===== src/rtl/rr_req_arbiter.sv =====
// rr_req_arbiter
// Round-robin arbiter sharing one req/gnt resource among N requesters.
// A grant is registered and one-hot. It is held until the owner drops its
// request or until MAX_HOLD consecutive cycles have elapsed. At least one idle
// cycle separates any two grants.
//
// Ports:
//   clk      - clock, all state updates on the rising edge
//   rstn     - asynchronous active-low reset
//   en       - allows new grants; sampled only while idle
//   req      - level-sensitive request vector [N-1:0]
//   gnt      - registered one-hot grant, all zeros when idle
//   gnt_id   - index of the current owner, 0 when not busy
//   busy     - high while any gnt bit is high
//   timeout  - one-cycle pulse after a grant is force-released
module rr_req_arbiter #(
    parameter int N        = 4,
    parameter int MAX_HOLD = 8,
    parameter int IDW      = $clog2(N),
    parameter int CW       = $clog2(MAX_HOLD + 1)
) (
    input  logic           clk,
    input  logic           rstn,
    input  logic           en,
    input  logic [N-1:0]   req,
    output logic [N-1:0]   gnt,
    output logic [IDW-1:0] gnt_id,
    output logic           busy,
    output logic           timeout
);

    typedef enum logic [0:0] {
        ST_IDLE  = 1'b0,
        ST_GRANT = 1'b1
    } state_t;

    localparam logic [CW-1:0]  HOLD_MAX = CW'(MAX_HOLD);
    localparam logic [IDW-1:0] LAST_RST = IDW'(N - 1);

    state_t         state_r, state_s;
    logic [N-1:0]   gnt_r, gnt_s;
    logic [IDW-1:0] gnt_id_r, gnt_id_s;
    logic           busy_r, busy_s;
    logic           timeout_r, timeout_s;
    logic [IDW-1:0] last_r, last_s;
    logic [CW-1:0]  cnt_r, cnt_s;

    logic           found_s;
    logic [IDW-1:0] winner_s;
    int             idx_s;
    logic           owner_req_s;

    // Round-robin search: first requester at or after last+1, wrapping modulo N.
    always_comb begin
        found_s  = 1'b0;
        winner_s = {IDW{1'b0}};
        idx_s    = 32'sd0;
        for (int i = 0; i < N; i++) begin
            idx_s = (int'(last_r) + 32'sd1 + i) % N;
            if (!found_s && req[idx_s[IDW-1:0]]) begin
                found_s  = 1'b1;
                winner_s = idx_s[IDW-1:0];
            end else begin
                found_s = found_s;
            end
        end
    end

    // Request level of the current owner.
    always_comb begin
        owner_req_s = req[gnt_id_r];
    end

    // Next-state and next-output logic; a release always clears the grant
    // registers, and only a limit-driven release raises timeout.
    always_comb begin
        state_s   = state_r;
        gnt_s     = gnt_r;
        gnt_id_s  = gnt_id_r;
        busy_s    = busy_r;
        timeout_s = 1'b0;
        last_s    = last_r;
        cnt_s     = cnt_r;
        case (state_r)
            ST_IDLE: begin
                if (en && found_s) begin
                    state_s          = ST_GRANT;
                    gnt_s            = {N{1'b0}};
                    gnt_s[winner_s]  = 1'b1;
                    gnt_id_s         = winner_s;
                    busy_s           = 1'b1;
                    last_s           = winner_s;
                    cnt_s            = CW'(1'b1);
                end else begin
                    state_s = ST_IDLE;
                end
            end
            ST_GRANT: begin
                if (!owner_req_s) begin
                    // Owner let go: normal release, even when the limit is reached.
                    state_s  = ST_IDLE;
                    gnt_s    = {N{1'b0}};
                    gnt_id_s = {IDW{1'b0}};
                    busy_s   = 1'b0;
                    cnt_s    = {CW{1'b0}};
                end else if (cnt_r >= HOLD_MAX) begin
                    state_s   = ST_IDLE;
                    gnt_s     = {N{1'b0}};
                    gnt_id_s  = {IDW{1'b0}};
                    busy_s    = 1'b0;
                    cnt_s     = {CW{1'b0}};
                    timeout_s = 1'b1;
                end else begin
                    cnt_s = cnt_r + CW'(1'b1);
                end
            end
            default: begin
                state_s  = ST_IDLE;
                gnt_s    = {N{1'b0}};
                gnt_id_s = {IDW{1'b0}};
                busy_s   = 1'b0;
                cnt_s    = {CW{1'b0}};
                last_s   = LAST_RST;
            end
        endcase
    end

    // State and output registers; last resets to N-1 so requester 0 wins first.
    always_ff @(posedge clk or negedge rstn) begin
        if (!rstn) begin
            state_r   <= ST_IDLE;
            gnt_r     <= {N{1'b0}};
            gnt_id_r  <= {IDW{1'b0}};
            busy_r    <= 1'b0;
            timeout_r <= 1'b0;
            last_r    <= LAST_RST;
            cnt_r     <= {CW{1'b0}};
        end else begin
            state_r   <= state_s;
            gnt_r     <= gnt_s;
            gnt_id_r  <= gnt_id_s;
            busy_r    <= busy_s;
            timeout_r <= timeout_s;
            last_r    <= last_s;
            cnt_r     <= cnt_s;
        end
    end

    assign gnt     = gnt_r;
    assign gnt_id  = gnt_id_r;
    assign busy    = busy_r;
    assign timeout = timeout_r;

endmodule


===== config.mk =====
export PLATFORM = sky130hd
export DESIGN_NAME = rr_req_arbiter
export DESIGN_NICKNAME = d
export VERILOG_FILES = /design/src/rtl/rr_req_arbiter.sv
export SDC_FILE = /design/constraint.sdc
export NUM_CORES = 1
export LEC_CHECK = 0
export CORE_MARGIN = 10
export CORE_UTILIZATION = 48
export DETAILED_ROUTE_END_ITERATION = 10
export GPL_TIMING_DRIVEN = 0
export PLACE_DENSITY = 0.75
export SYNTH_ARGS = -nofsm -noshare
export SYNTH_HDL_FRONTEND = slang
export SYNTH_SLANG_ARGS = --single-unit

===== constraint.sdc =====
create_clock -name clk -period 2.2 [get_ports clk]
set_input_delay 0.55 -clock clk [delete_from_list [all_inputs] [get_ports clk]]
set_output_delay 0.55 -clock clk [all_outputs]
set_load 0.02 [all_outputs]

# After elaboration in Yosys (flattened, before gate mapping)
# Cells that the tools add are included.
word_totals:
  inputBits: 7
  ff_bits: 15
  out_inout_bits: 8
op_classes:
  eq_ne: 2
  muxes: 43
  order_cmp: 8
  bitwise_logic: 1
  n_addsub: 5
  n_reduce_logical: 10
op_table:
  columns: ["operator", "count"]
  rows:
  - ["4-bit 2-to-1 mux", 6]
  - ["1-bit 2-to-1 mux", 19]
  - ["2-bit by 3-bit < comparator with 1-bit output, second input constant", 6]
  - ["4-bit one-hot mux with 2 select lines", 2]
  - ["2-bit 2-to-1 mux", 7]
  - ["1-bit binary-select mux with 2-bit select", 5]
  - ["2-bit adder, second input constant", 3]
  - ["1-bit logical AND", 5]
  - ["4-bit by 1-bit adder with 4-bit output, second input constant", 1]
  - ["4-bit >= comparator, second input constant", 1]
  - ["1-bit one-hot mux with 2 select lines", 2]
  - ["2-bit one-hot mux with 2 select lines", 1]
  - ["2-bit AND reduction", 2]
  - ["1-bit zero test", 3]
  - ["3-bit by 2-bit != test with 1-bit output, second input constant", 1]
  - ["2-bit by 1-bit adder with 2-bit output, second input constant", 1]
  - ["1-bit demux with 2-bit select", 1]
  - ["2-bit by 1-bit >= comparator with 1-bit output, second input constant", 1]
  - ["2-bit != test, second input constant", 1]
  - ["1-bit inverter", 1]

# Depth between registers and ports, before layout
depth:
  word_depth: 19
  ltp_mapped: 4
  depth_no_buf: 4

# Least setup slack after synthesis
# No wires, ideal clock.
synth_timing:
  path_kind: "input to register"
  startpoint: "input port req[3]"
  endpoint: "register gnt_id_r[0], in the netlist gnt_id[0]"
  path_slack_ps: 522
  cell_stages: 3
  setup_time_ps: 121
  t_required_ps: 2079
  path_buffers: 0
  t_arrival_ps: 1557
  path_cell_list: "mux4_2 a22o_4 a22o_1"
synth_via:
  elab_chain_cells: 15
  elab_cells_between_ends: 31
  classes_between: "eq/ne: 2; mux: 21; reduce/logical: 8"
synth_rtl:
  columns: ["element", "line_no", "rtl"]
  rows:
  - ["start, declared", "25", "input logic [N-1:0] req,"]
  - ["1-bit binary-select mux with 2-bit select", "60", "if (!found_s && req[idx_s[IDW-1:0]]) begin"]
  - ["1-bit 2-to-1 mux (not written as such)", "60", null]
  - ["1-bit 2-to-1 mux", "60", null]
  - ["1-bit zero test", "60", null]
  - ["1-bit logical AND", "60", null]
  - ["1-bit 2-to-1 mux", "60", null]
  - ["1-bit zero test", "60", null]
  - ["1-bit logical AND", "60", null]
  - ["1-bit 2-to-1 mux", "60", null]
  - ["1-bit zero test", "60", null]
  - ["1-bit logical AND", "60", null]
  - ["1-bit 2-to-1 mux", "60", null]
  - ["1-bit logical AND", "86", "if (en && found_s) begin"]
  - ["2-bit != test (no source line)", null, null]
  - ["2-bit AND reduction (no source line)", null, null]
  - ["end signal, assigned", "133", "gnt_id_r <= {IDW{1'b0}};"]
  - ["end signal, assigned", "141", "gnt_id_r <= gnt_id_s;"]
  - ["end, declared", "42", "logic [IDW-1:0] gnt_id_r, gnt_id_s;"]
# Parallel ways exist; a longest one is shown, timed or not. The select of a mux whose other input is x is not followed.
# A chain may end at the register's enable or synchronous reset.

# Final worst setup path
# Ends and elaborated chain as after synthesis.

==> results by group <==
Logic synthesis
  • Synth Cell Area: 742 um2
  • Post-synth EDFFs: 0
  • Net count after synthesis: 75
  • Synth area leaders: sky130_fd_sc_hd__dfrtp_1 (44%), sky130_fd_sc_hd__dfstp_2 (7.1%), sky130_fd_sc_hd__nand2_1 (5.1%), sky130_fd_sc_hd__ha_1 (3.4%), sky130_fd_sc_hd__mux4_2 (3.0%)
  • Prevailing post-synth register cell: sky130_fd_sc_hd__dfrtp_1
  • Post-synth top area share: 0.438
  • Warnings from Yosys: 0
  • Most area-hungry cell type in the Yosys netlist: sky130_fd_sc_hd__dfrtp_1
  • Synth async-reset ratio: 1.00
  • Seq/Total Area, Yosys: 0.509
  • Commonest cells in the synthesized netlist: sky130_fd_sc_hd__dfrtp_1 (13), sky130_fd_sc_hd__nand2_1 (10), sky130_fd_sc_hd__inv_1 (3), sky130_fd_sc_hd__nand2b_1 (3), sky130_fd_sc_hd__nor2b_1 (3)
  • Mean instance size in the synthesized netlist: 11.2 um2
  • Cell with the most instances after synthesis: sky130_fd_sc_hd__dfrtp_1
  • Number of flip-flops and latches in the synthesized netlist: 15
  • Number of instances in the synthesized netlist: 66
  • Count of distinct cell types in the synthesized netlist: 30

Clock tree
  • Cells resized by post-CTS repair: 0
  • Clock-pin transition on the worst setup and hold timing paths: 90 ps
  • Max Buffers Root-to-Sink: 2
  • Clock buffer count from CTS: 3
  • Cell chosen for the clock root: sky130_fd_sc_hd__clkbuf_4
  • CTS tree: done
  • Clock sink count: 15
  • Post-CTS setup buffer count: 0
  • Latest clock arrival within the worst-skew pair: 280 ps
  • Max H-tree Level: 1
  • Total of hold buffers inserted after clock tree synthesis: 0

Power
  • P_leak: 0.422 nW
  • IR drop worst, VDD: 0.000613 V
  • Power density over the cells: 1290 nW/um2

GRT
  • Largest net degree at the start of global routing: 16
  • Vias in the first global route: 593
  • Initial antenna violation count: 0
  • Overflow after GRT: 0
  • GRT Util Overall: 0.0970
  • Global-route wire length before repair: 2620 um

STA
  • Number of pins with negative max-slew slack in the final report: 0
  • Shortest period the worst path allows: 1960 ps
  • Final-report setup violation count: 0
  • Fmax achieved: 0.510 GHz
  • Worst Hold Margin: 486 ps
  • Post-layout worst setup margin: 238 ps
  • Slew at the pin closest to its max-slew limit: 681 ps
  • Skew final: 1.30 ps
  • Tightest slew margin relative to the limit: 0.544
  • Fraction of the cycle the final worst path needs: 0.892
  • Count of final hold-check violations: 0
  • RSZ-0062 raised after global routing: false

Routing
  • Count of vias placed by the detailed router: 571
  • First-pass DRT Iterations: 4
  • Final antenna-violating net count: 0
  • Post-detailed-route wirelength per cell: 15.5 um
  • Iteration-0 DRC count of the detailed router: 8
  • Total Wirelength: 1550 um
  • DR DRC count: 0
  • Average via count per standard cell: 5.71

Critical path
  • Sort of element at the start of the critical path: input pin
  • Largest delay contributor family on the critical path: multiplexers
  • WP data arrival: 2140 ps
  • Standard cell with the maximum stage delay on the critical path: sky130_fd_sc_hd__mux4_2
  • Setup slack of the most critical reg-to-reg path: 580 ps
  • Highest fanout seen on the critical path: 7
  • CP cell instances: clkdlybuf4s50_1 > mux4_2 > a22o_4 > a22o_1
  • Highest cell delay on the worst timing path: 560 ps
  • Buf/Inv on CP: 1
  • Endpoint required time on the critical path: 2380 ps
  • Worst Path Class, Setup: input pin to flip-flop
  • Crit. End Element: flip-flop

Layout
  • Count of nets after finishing: 94
  • Fraction of final layout cells sized beyond drive strength 1: 0.131
  • Ant diodes: 0
  • Cell area after layout: 928 um2
  • Area Growth Syn to Fin: 25.1%

Die
  • Die Outline Area: 3520 um2
  • Placeable core area: 1490 um2
  • Initial Utilization: 0.498
  • Floorplan row count: 14
  • Die height: 59.3 um
  • Width of the die: 59.3 um
  • Top-Level Pins: 15

Placed design
  • Detailed-placement wirelength estimate: 1230 um
  • Placer congestion estimate: 0.804
  • Number of buffer cells added on primary ports: 14
  • Area after detailed placement: 902 um2
  • DP Worst Slack: -69.7 ps

Run
  • Number of max-capacitance violations reported: 0

Worst hold path
  • Worst min-delay path category: flip-flop to flip-flop

Status
  • Outcome: finished, final reports clean
final cells by class:
cell class | instances | area (um2)
fillers | 129 | 561
flip-flops and latches | 15 | 378
multi-input cells | 48 | 353
repair buffers | 14 | 140
clock buffers | 4 | 26.3
well taps | 16 | 20.0
inverters | 3 | 11.3
power breakdown:
part           total [W]  switching, W  leakage [nW]  internal, W
registers       0.000485     0.0000892         0.192     0.000396
clock network   0.000158     0.0000875        0.0150    0.0000704
logic           0.000558      0.000288         0.215     0.000269
per-layer routing:
metal | part of all wire | global-route usage
met1 | 0.42 | 0.0998
met4 | 0.014 | 0.0393
met3 | 0.068 | 0.0408
met2 | 0.50 | 0.168
met5 | 0 | 0
layout by cell type, fill, tap and decap left out, types with 2 or more instances in the layout:
cell / n
sky130_fd_sc_hd__a21o_1: 2
sky130_fd_sc_hd__a21oi_1: 2
sky130_fd_sc_hd__a22o_1: 2
sky130_fd_sc_hd__a32o_1: 2
sky130_fd_sc_hd__clkbuf_4: 3
sky130_fd_sc_hd__clkdlybuf4s50_1: 14
sky130_fd_sc_hd__dfrtp_1: 13
sky130_fd_sc_hd__dfstp_2: 2
sky130_fd_sc_hd__ha_1: 2
sky130_fd_sc_hd__inv_1: 3
sky130_fd_sc_hd__nand2_1: 10
sky130_fd_sc_hd__nand2b_1: 3
sky130_fd_sc_hd__nand3_1: 2
sky130_fd_sc_hd__nor2_1: 2
sky130_fd_sc_hd__nor2b_1: 3
sky130_fd_sc_hd__o31ai_1: 2
flip-flops by register name (all words and copies together) (netlist names):
| name | count |
|---|---|
| busy | 1 |
| timeout | 1 |
| gnt | 4 |
| gnt_id | 2 |
| last_r | 2 |
| cnt_r | 4 |
| state_r | 1 |
tightest hold or removal path: stages (launching register included):
cell and delay [ps]:
sky130_fd_sc_hd__dfrtp_1 350, sky130_fd_sc_hd__nand2_1 50, sky130_fd_sc_hd__nand2_1 60
final timing paths:
check	end	cells after the start	startpoint
setup / recovery	gnt_id[0]$_DFFE_PN0P_	4	req[3]
hold / removal	busy$_DFFE_PN0P_	2	busy$_DFFE_PN0P_
setup reg to reg	gnt_id[0]$_DFFE_PN0P_	3	gnt_id[0]$_DFFE_PN0P_
hold reg to reg	busy$_DFFE_PN0P_	2	busy$_DFFE_PN0P_
max in group asynchronous	state_r$_DFF_PN0_	1	rstn
min in group asynchronous	cnt_r[3]$_DFFE_PN0P_	1	rstn
stage by stage:
| step | setup TNS [ps] | total power, W | utilization | cells |
|---|---|---|---|---|
| finish | 0 | 0.00120 | 0.624 | 100 |
| global placement | -143 | 0.00104 | 0.606 | 96 |
| global route | 0 | 0.00130 | 0.624 | 100 |
| floorplan | 0 | 0.000839 | - | 66 |
| detailed placement | -184 | 0.00106 | 0.606 | 96 |
| CTS | 0 | 0.00122 | 0.624 | 100 |
cell families (layout without fill, tap and decap cells):
family | Yosys count | after routing | share of synthesized area
multiplexers | 3 | 3 | 0.0590
adder cells (fa/ha/maj) | 2 | 2 | 0.0337
buffers and inverters | 3 | 21 | 0.0152
AND/OR/NAND/NOR | 25 | 25 | 0.175
AO/OA/AOI/OAI | 18 | 18 | 0.207
flip-flops | 15 | 15 | 0.509
Power figures use the tool's default switching activity.
